### src/rtl/wactrl_pkg.sv
// Shared definitions for the multi-channel start-address controller:
// mode indices, data-source codes, controller states and the request
// priority helper.
package wactrl_pkg;

    localparam int N_MODES = 11;

    localparam logic [3:0] MODE_UP                 = 4'd0;
    localparam logic [3:0] MODE_DOWN               = 4'd1;
    localparam logic [3:0] MODE_POWERON            = 4'd2;
    localparam logic [3:0] MODE_POWEROFF           = 4'd3;
    localparam logic [3:0] MODE_SHAKE_BF_PASS      = 4'd4;
    localparam logic [3:0] MODE_SHAKE_BT_PASS      = 4'd5;
    localparam logic [3:0] MODE_PRINT              = 4'd6;
    localparam logic [3:0] MODE_FILL_ZEROS         = 4'd7;
    localparam logic [3:0] MODE_FILL_ONES          = 4'd8;
    localparam logic [3:0] MODE_SHAKE_BF_PASS_UP   = 4'd9;
    localparam logic [3:0] MODE_SHAKE_BF_PASS_DOWN = 4'd10;
    localparam logic [3:0] MODE_LAST               = MODE_SHAKE_BF_PASS_DOWN;

    localparam logic [7:0] DTYPE_NONE = 8'h00;
    localparam logic [7:0] DTYPE_ZERO = 8'h01;
    localparam logic [7:0] DTYPE_ONE  = 8'h02;
    localparam logic [7:0] DTYPE_MAIN = 8'h03;

    typedef enum logic [1:0] {
        ST_IDLE  = 2'd0,
        ST_FETCH = 2'd1,
        ST_APPLY = 2'd2
    } wactrl_state_e;

    // Lowest set bit wins when several requests arrive together.
    function automatic logic [3:0] lowest_set_bit(input logic [N_MODES-1:0] req);
        logic [3:0] idx;
        idx = 4'd0;
        for (int i = N_MODES - 1; i >= 0; i--) begin
            if (req[i]) idx = 4'(i);
        end
        return idx;
    endfunction

    function automatic logic [7:0] mode_dtype(input logic [3:0] mode);
        logic [7:0] dt;
        case (mode)
            MODE_POWERON, MODE_POWEROFF: dt = DTYPE_NONE;
            MODE_FILL_ZEROS:             dt = DTYPE_ZERO;
            MODE_FILL_ONES:              dt = DTYPE_ONE;
            default:                     dt = DTYPE_MAIN;
        endcase
        return dt;
    endfunction

endpackage

### src/rtl/wactrl_chan.sv
// One channel of the start-address controller: an 11-entry address table,
// a fetch register holding the entry selected for the pending switch, and
// the output register that drives the channel's start address.
// Optional feature: WACTRL_READBACK_EN adds a combinational table read port.
module wactrl_chan
    import wactrl_pkg::*;
#(
    parameter int ADDR_W = 8
) (
    input  logic              clk,
    input  logic              rstn,
    input  logic              wr_en,
    input  logic [3:0]        wr_mode,
    input  logic [ADDR_W-1:0] wr_data,
    input  logic              fetch_en,
    input  logic [3:0]        fetch_mode,
    input  logic              apply_en,
`ifdef WACTRL_READBACK_EN
    input  logic [3:0]        rd_mode,
    output logic [ADDR_W-1:0] rd_data,
`endif
    output logic [ADDR_W-1:0] start_addr
);

    logic [ADDR_W-1:0] tbl [N_MODES];
    logic [ADDR_W-1:0] fetch_q;

    // Table write; range checking is done by the caller before wr_en.
    always_ff @(posedge clk or negedge rstn) begin
        if (!rstn) begin
            for (int i = 0; i < N_MODES; i++) tbl[i] <= '0;
        end else if (wr_en) begin
            tbl[wr_mode] <= wr_data;
        end
    end

    // Capture the selected entry on entry to FETCH so a write landing in the
    // FETCH cycle cannot alter the value about to be applied.
    always_ff @(posedge clk or negedge rstn) begin
        if (!rstn) begin
            fetch_q <= '0;
        end else if (fetch_en) begin
            fetch_q <= tbl[fetch_mode];
        end
    end

    // Output register, loaded once per switch and held otherwise.
    always_ff @(posedge clk or negedge rstn) begin
        if (!rstn) begin
            start_addr <= '0;
        end else if (apply_en) begin
            start_addr <= fetch_q;
        end
    end

`ifdef WACTRL_READBACK_EN
    assign rd_data = (rd_mode <= MODE_LAST) ? tbl[rd_mode] : '0;
`endif

endmodule

### src/rtl/multi_ch_addr_ctrl.sv
// Multi-channel start-address controller. A request selects a mode; every
// channel's table entry for that mode is fetched and then applied to the
// outputs together with the matching data-source code.
// Optional feature: WACTRL_READBACK_EN adds rd_addr_i / rd_data_o table readback.
//
//   state | meaning
//   IDLE  | waiting for a request; entries captured on exit
//   FETCH | entries held in fetch registers; requests dropped
//   APPLY | new addresses visible, done_o high; requests dropped
module multi_ch_addr_ctrl
    import wactrl_pkg::*;
#(
    parameter int N_WAVE  = 8,
    parameter int N_LOGIC = 4,
    parameter int ADDR_W  = 8
) (
    input  logic                      clk,
    input  logic                      rstn,
    input  logic [10:0]               req_i,
    input  logic                      w_wren_i,
    input  logic [7:0]                w_addr_i,
    input  logic [ADDR_W-1:0]         w_data_i,
`ifdef WACTRL_READBACK_EN
    input  logic [7:0]                rd_addr_i,
    output logic [ADDR_W-1:0]         rd_data_o,
`endif
    output logic [N_WAVE*ADDR_W-1:0]  wave_start_addr_o,
    output logic [N_LOGIC*ADDR_W-1:0] logic_start_addr_o,
    output logic [7:0]                data_type_o,
    output logic                      busy_o,
    output logic                      done_o,
    output logic                      drop_o
);

    localparam int N_CH = N_WAVE + N_LOGIC;
    localparam logic [4:0] N_CH_W = 5'(N_CH);

    localparam logic [1:0] S_IDLE  = ST_IDLE;
    localparam logic [1:0] S_FETCH = ST_FETCH;
    localparam logic [1:0] S_APPLY = ST_APPLY;

    logic [1:0] state;
    logic [3:0] mode_q;
    logic       req_any;
    logic       fetch_en;
    logic       apply_en;
    logic [3:0] req_mode;
    logic [3:0] wr_ch;
    logic [3:0] wr_mode;
    logic       wr_ok;

    assign req_any  = |req_i;
    assign req_mode = lowest_set_bit(req_i);
    assign fetch_en = (state == S_IDLE) && req_any;
    assign apply_en = (state == S_FETCH);

    assign wr_ch   = w_addr_i[7:4];
    assign wr_mode = w_addr_i[3:0];
    assign wr_ok   = w_wren_i && ({1'b0, wr_ch} < N_CH_W) && (wr_mode <= MODE_LAST);

    assign busy_o = (state != S_IDLE);
    assign done_o = (state == S_APPLY);
    assign drop_o = busy_o && req_any;

    // Mode-switch sequencing.
    always_ff @(posedge clk or negedge rstn) begin
        if (!rstn) begin
            state <= S_IDLE;
        end else begin
            case (state)
                S_IDLE:  if (req_any) state <= S_FETCH;
                S_FETCH: state <= S_APPLY;
                default: state <= S_IDLE;
            endcase
        end
    end

    // Latch the accepted mode and publish its data-source code with the addresses.
    always_ff @(posedge clk or negedge rstn) begin
        if (!rstn) begin
            mode_q      <= MODE_UP;
            data_type_o <= DTYPE_NONE;
        end else begin
            if (fetch_en) mode_q <= req_mode;
            if (apply_en) data_type_o <= mode_dtype(mode_q);
        end
    end

`ifdef WACTRL_READBACK_EN
    logic [ADDR_W-1:0] rd_entry [N_CH];
    logic [ADDR_W-1:0] rd_sel;
`endif

    for (genvar k = 0; k < N_CH; k++) begin : g_chan
        logic [ADDR_W-1:0] start_addr;

        wactrl_chan #(.ADDR_W(ADDR_W)) u_chan (
            .clk        (clk),
            .rstn       (rstn),
            .wr_en      (wr_ok && (wr_ch == 4'(k))),
            .wr_mode    (wr_mode),
            .wr_data    (w_data_i),
            .fetch_en   (fetch_en),
            .fetch_mode (req_mode),
            .apply_en   (apply_en),
`ifdef WACTRL_READBACK_EN
            .rd_mode    (rd_addr_i[3:0]),
            .rd_data    (rd_entry[k]),
`endif
            .start_addr (start_addr)
        );

        if (k < N_WAVE) begin : g_wave
            assign wave_start_addr_o[k*ADDR_W +: ADDR_W] = start_addr;
        end else begin : g_logic
            assign logic_start_addr_o[(k-N_WAVE)*ADDR_W +: ADDR_W] = start_addr;
        end
    end

`ifdef WACTRL_READBACK_EN
    // Channel select for readback; unknown channels read as zero.
    always_comb begin
        rd_sel = '0;
        for (int k = 0; k < N_CH; k++) begin
            if (rd_addr_i[7:4] == 4'(k)) rd_sel = rd_entry[k];
        end
    end

    // Registered readback, one cycle behind rd_addr_i.
    always_ff @(posedge clk or negedge rstn) begin
        if (!rstn) begin
            rd_data_o <= '0;
        end else begin
            rd_data_o <= rd_sel;
        end
    end
`endif

endmodule

### config.mk
export PLATFORM = sky130hd
export DESIGN_NAME = multi_ch_addr_ctrl
export DESIGN_NICKNAME = d
export VERILOG_FILES = /design/src/rtl/wactrl_pkg.sv /design/src/rtl/wactrl_chan.sv /design/src/rtl/multi_ch_addr_ctrl.sv
export SDC_FILE = /design/constraint.sdc
export NUM_CORES = 2
export LEC_CHECK = 0
export BUFFER_PORTS_ARGS = -buffer_cell sky130_fd_sc_hd__buf_2
export CAP_MARGIN = 10
export CORE_MARGIN = 1.5
export CORE_UTILIZATION = 45
export CTS_CLUSTER_DIAMETER = 30
export DETAILED_ROUTE_END_ITERATION = 6
export PLACE_DENSITY_LB_ADDON = 0.2
export SYNTH_ARGS = -nofsm -noshare
export SYNTH_HDL_FRONTEND = slang
export SYNTH_SLANG_ARGS = --single-unit
### constraint.sdc
create_clock -name clk -period 1.6 [get_ports clk]
set_input_delay 0.08 -clock clk [delete_from_list [all_inputs] [get_ports clk]]
set_output_delay 0.08 -clock clk [all_outputs]
set_load 0.03 [all_outputs]
==> run summary <==
Status: finished, violations left
Failing checks: negative setup slack
Area Growth Syn to Fin: 39.5%
Final WS setup: -421 ps
Critical path arrival: 1940 ps
Boundary Pins: 137
Initial antenna violation count: 4
Vias in the first global route: 44000
F_max: 0.495 GHz
FF+latch count, synth: 1256
Wire per inst: 24.6 um
CORE AREA: 122000 um^2
Multi-input logic area: 24900 um^2
Final max-slew violation count: 0
Fraction of layout cells with a size suffix above 1: 0.458
Final worst-path cycle share: 1.26
Iter 0 DRT Violations: 3194
Clk pin slew, worst setup/hold paths: 50 ps
TNS Setup: -33440 ps
Hold WC Path Type: in -> reg
Worst skew pair latency: 910 ps
Antenna viol nets, final: 0
Tot GR Track Use: 0.285
Hpwl dp: 108000 um
Fill cells: 9141
Clk sink count: 1256
DRT Pass-1 Iters: 5
GPL Wtd Cong: 0.843
Synth Instances: 4682
Placed Cells: 6607
CTS Buf Count: 302
Yosys cell types: 47
Syn_area_per_cell: 11.8 um^2
Leakage: 36.9 nW
Largest net degree at the start of global routing: 133
Post-Route Utilization: 0.632
Worst Path Required: 1520 ps
Overall power: 117 mW
Die area: 125000 um^2
Max-cap violations: 0
Avg Vias per Cell: 5.76
PD cells: 1520 nW/um^2
DRC: 0
Row Count: 128
Slew @ Worst Pin: 883 ps
Clk_skew: 47.6 ps
CTS max path bufs: 4
Sequential area share after synthesis: 0.569
Die H: 353 um
NumNets Final: 5375
Synth Warn #: 0
Worst Setup End Kind: output pin
Width of the die: 353 um
Remaining Overflow, GRT: 0
Hold Violations, Final: 0
H-Tree Depth: 5
Relative slew slack: 0.411
Initial Util: 0.453
WL final: 177000 um
Setup repair after global routing missed its margin: yes
Final setup viols: 104
CTS tree: yes
Critical Path Start Type: flop
Total number of vias: 41500
Critical-path maximum fanout: 2
Cell area after synthesis: 55300 um^2
Non-Filler Instances: 7197
First-pass GRT wire length: 274000 um
Pre-CTS setup slack: -974 ps
CTS root buffer: clkbuf_16
Max rail drop VDD: 1.17 mV
Clock period minus worst slack: 2020 ps
Register area: 31400 um^2
IO Port Bufs: 130
Critical path class: reg -> out
[synth_stat cells, drive strengths merged]
master / n / area, um^2
or3b: 1 / 8.76
o22ai: 176 / 1100
a22oi: 13 / 97.6
clkbuf: 254 / 953
o21ai: 174 / 871
o211ai: 81 / 608
buf: 101 / 612
a31o: 15 / 131
nand2: 865 / 3250
o221ai: 14 / 123
a21o: 83 / 623
nand3: 4 / 20.0
a311oi: 83 / 727
or3: 4 / 25.0
nor2b: 9 / 56.3
nor4: 3 / 25.0
a21oi: 132 / 664
dfrtp: 1256 / 31400
a221oi: 2 / 41.3
conb: 1 / 3.75
nor3: 34 / 181
or2: 6 / 37.5
o41ai: 13 / 114
nand2b: 8 / 50.1
and2: 1 / 6.26
mux2i: 15 / 150
inv: 8 / 30.0
nor2: 182 / 858
or4: 2 / 18.8
a31oi: 81 / 507
a221o: 3 / 30.0
mux2: 1056 / 11900
nor3b: 2 / 15.0
[placed cells by master, fill, tap and decap left out, types with 83 or more instances in the layout]
master     netlist  layout
o21ai_1         91     102
a21oi_1        131     122
dfrtp_1       1256    1256
nand2_1        865     761
mux2_4           0     354
mux2_2        1056     702
clkbuf_16        0     312
nor2_1         112     109
nand2_2          0      86
buf_2           69     118
a311oi_1        83      83
o22ai_1        176     175
buf_12           0     227
buf_4            7     310
[per-stage QoR]
| stage | cell area, um^2 | hold slack (ps) |
|---|---|---|
| after floorplan | 57100 | -216 |
| after global placement | 64700 | 8.05 |
| after CTS | 76800 | 9.33 |
| after detailed placement | 64700 | 7.02 |
| after global routing | 77100 | 55.9 |
| final | 77100 | 75.8 |
[path summary, 6_finish.rpt]
path                                                            start                                           to  slack [ps]  cells after the start
max reg2reg                                      state[1]$_DFFE_PN0P_      g_chan[1].u_chan.fetch_q[6]$_DFFE_PN0P_        -410                     11
min                                                          req_i[1]      g_chan[0].u_chan.fetch_q[7]$_DFFE_PN0P_          80                      7
min reg2reg                g_chan[0].u_chan.start_addr[4]$_DFFE_PN0N_   g_chan[0].u_chan.start_addr[4]$_DFFE_PN0N_         460                      2
max                                              state[1]$_DFFE_PN0P_                                       drop_o        -420                      5
max in group asynchronous                                        rstn         g_chan[9].u_chan.tbl[57]$_DFFE_PN0P_         130                      5
min in group asynchronous                                        rstn  g_chan[10].u_chan.start_addr[2]$_DFFE_PN0N_         270                      3
[worst max-delay path, cell delays in order (launching register included)]
cell	delay, ps
dfrtp_1	390
nor2_4	60
buf_12	140
buf_6	120
a21oi_4	170
buf_6	160
[power breakdown]
group	internal [mW]	switching, mW	leakage (nW)
combinational	7.44	11.3	14.7
sequential	34.6	2.04	17.2
clock	43.0	19.0	4.98
[layout make-up]
cell class                      instances  share of cell area
Inverter                                8            0.000552
Tap cell                             1625              0.0264
Clock inverter                        160              0.0267
Antenna cell                            1           0.0000325
Timing Repair Buffer                  709               0.109
Clock buffer                          370               0.107
Sequential cell                      1256               0.408
Multi-Input combinational cell       3068               0.323
[sequential cells by signal, indices dropped and copies added, names as in the netlist]
| name | count |
|---|---|
| g_chan.u_chan.fetch_q | 96 |
| g_chan.u_chan.tbl | 1056 |
| mode_q | 4 |
| g_chan.u_chan.start_addr | 96 |
| data_type_o | 2 |
| state | 2 |
[metal layers]
layer	GRT usage	vias up	wire (um)
met5	0	-	177
met4	0.105	8	6150
met3	0.0676	358	11700
met2	0.441	1355	81000
met1	0.391	21600	77800
li1	-	18100	-
[cells by family after synthesis]
family,count (synthesis),synth area share
buffers and inverters,363,0.0289
other,1,0.0000679
AO/OA/AOI/OAI,870,0.102
AND/OR/NAND/NOR,1121,0.0823
flip-flops,1256,0.569
multiplexers,1071,0.218
[repair_timing]
action	4_1_cts	5_1_grt
hold buffers	12	1
cloned	18	2
endpoints found under the setup margin	102	276
endpoints found under the hold margin	1696	7
pin swaps	96	73
gates resized for setup	257	111
setup buffers	28	10
Power figures use the tool's default switching activity.
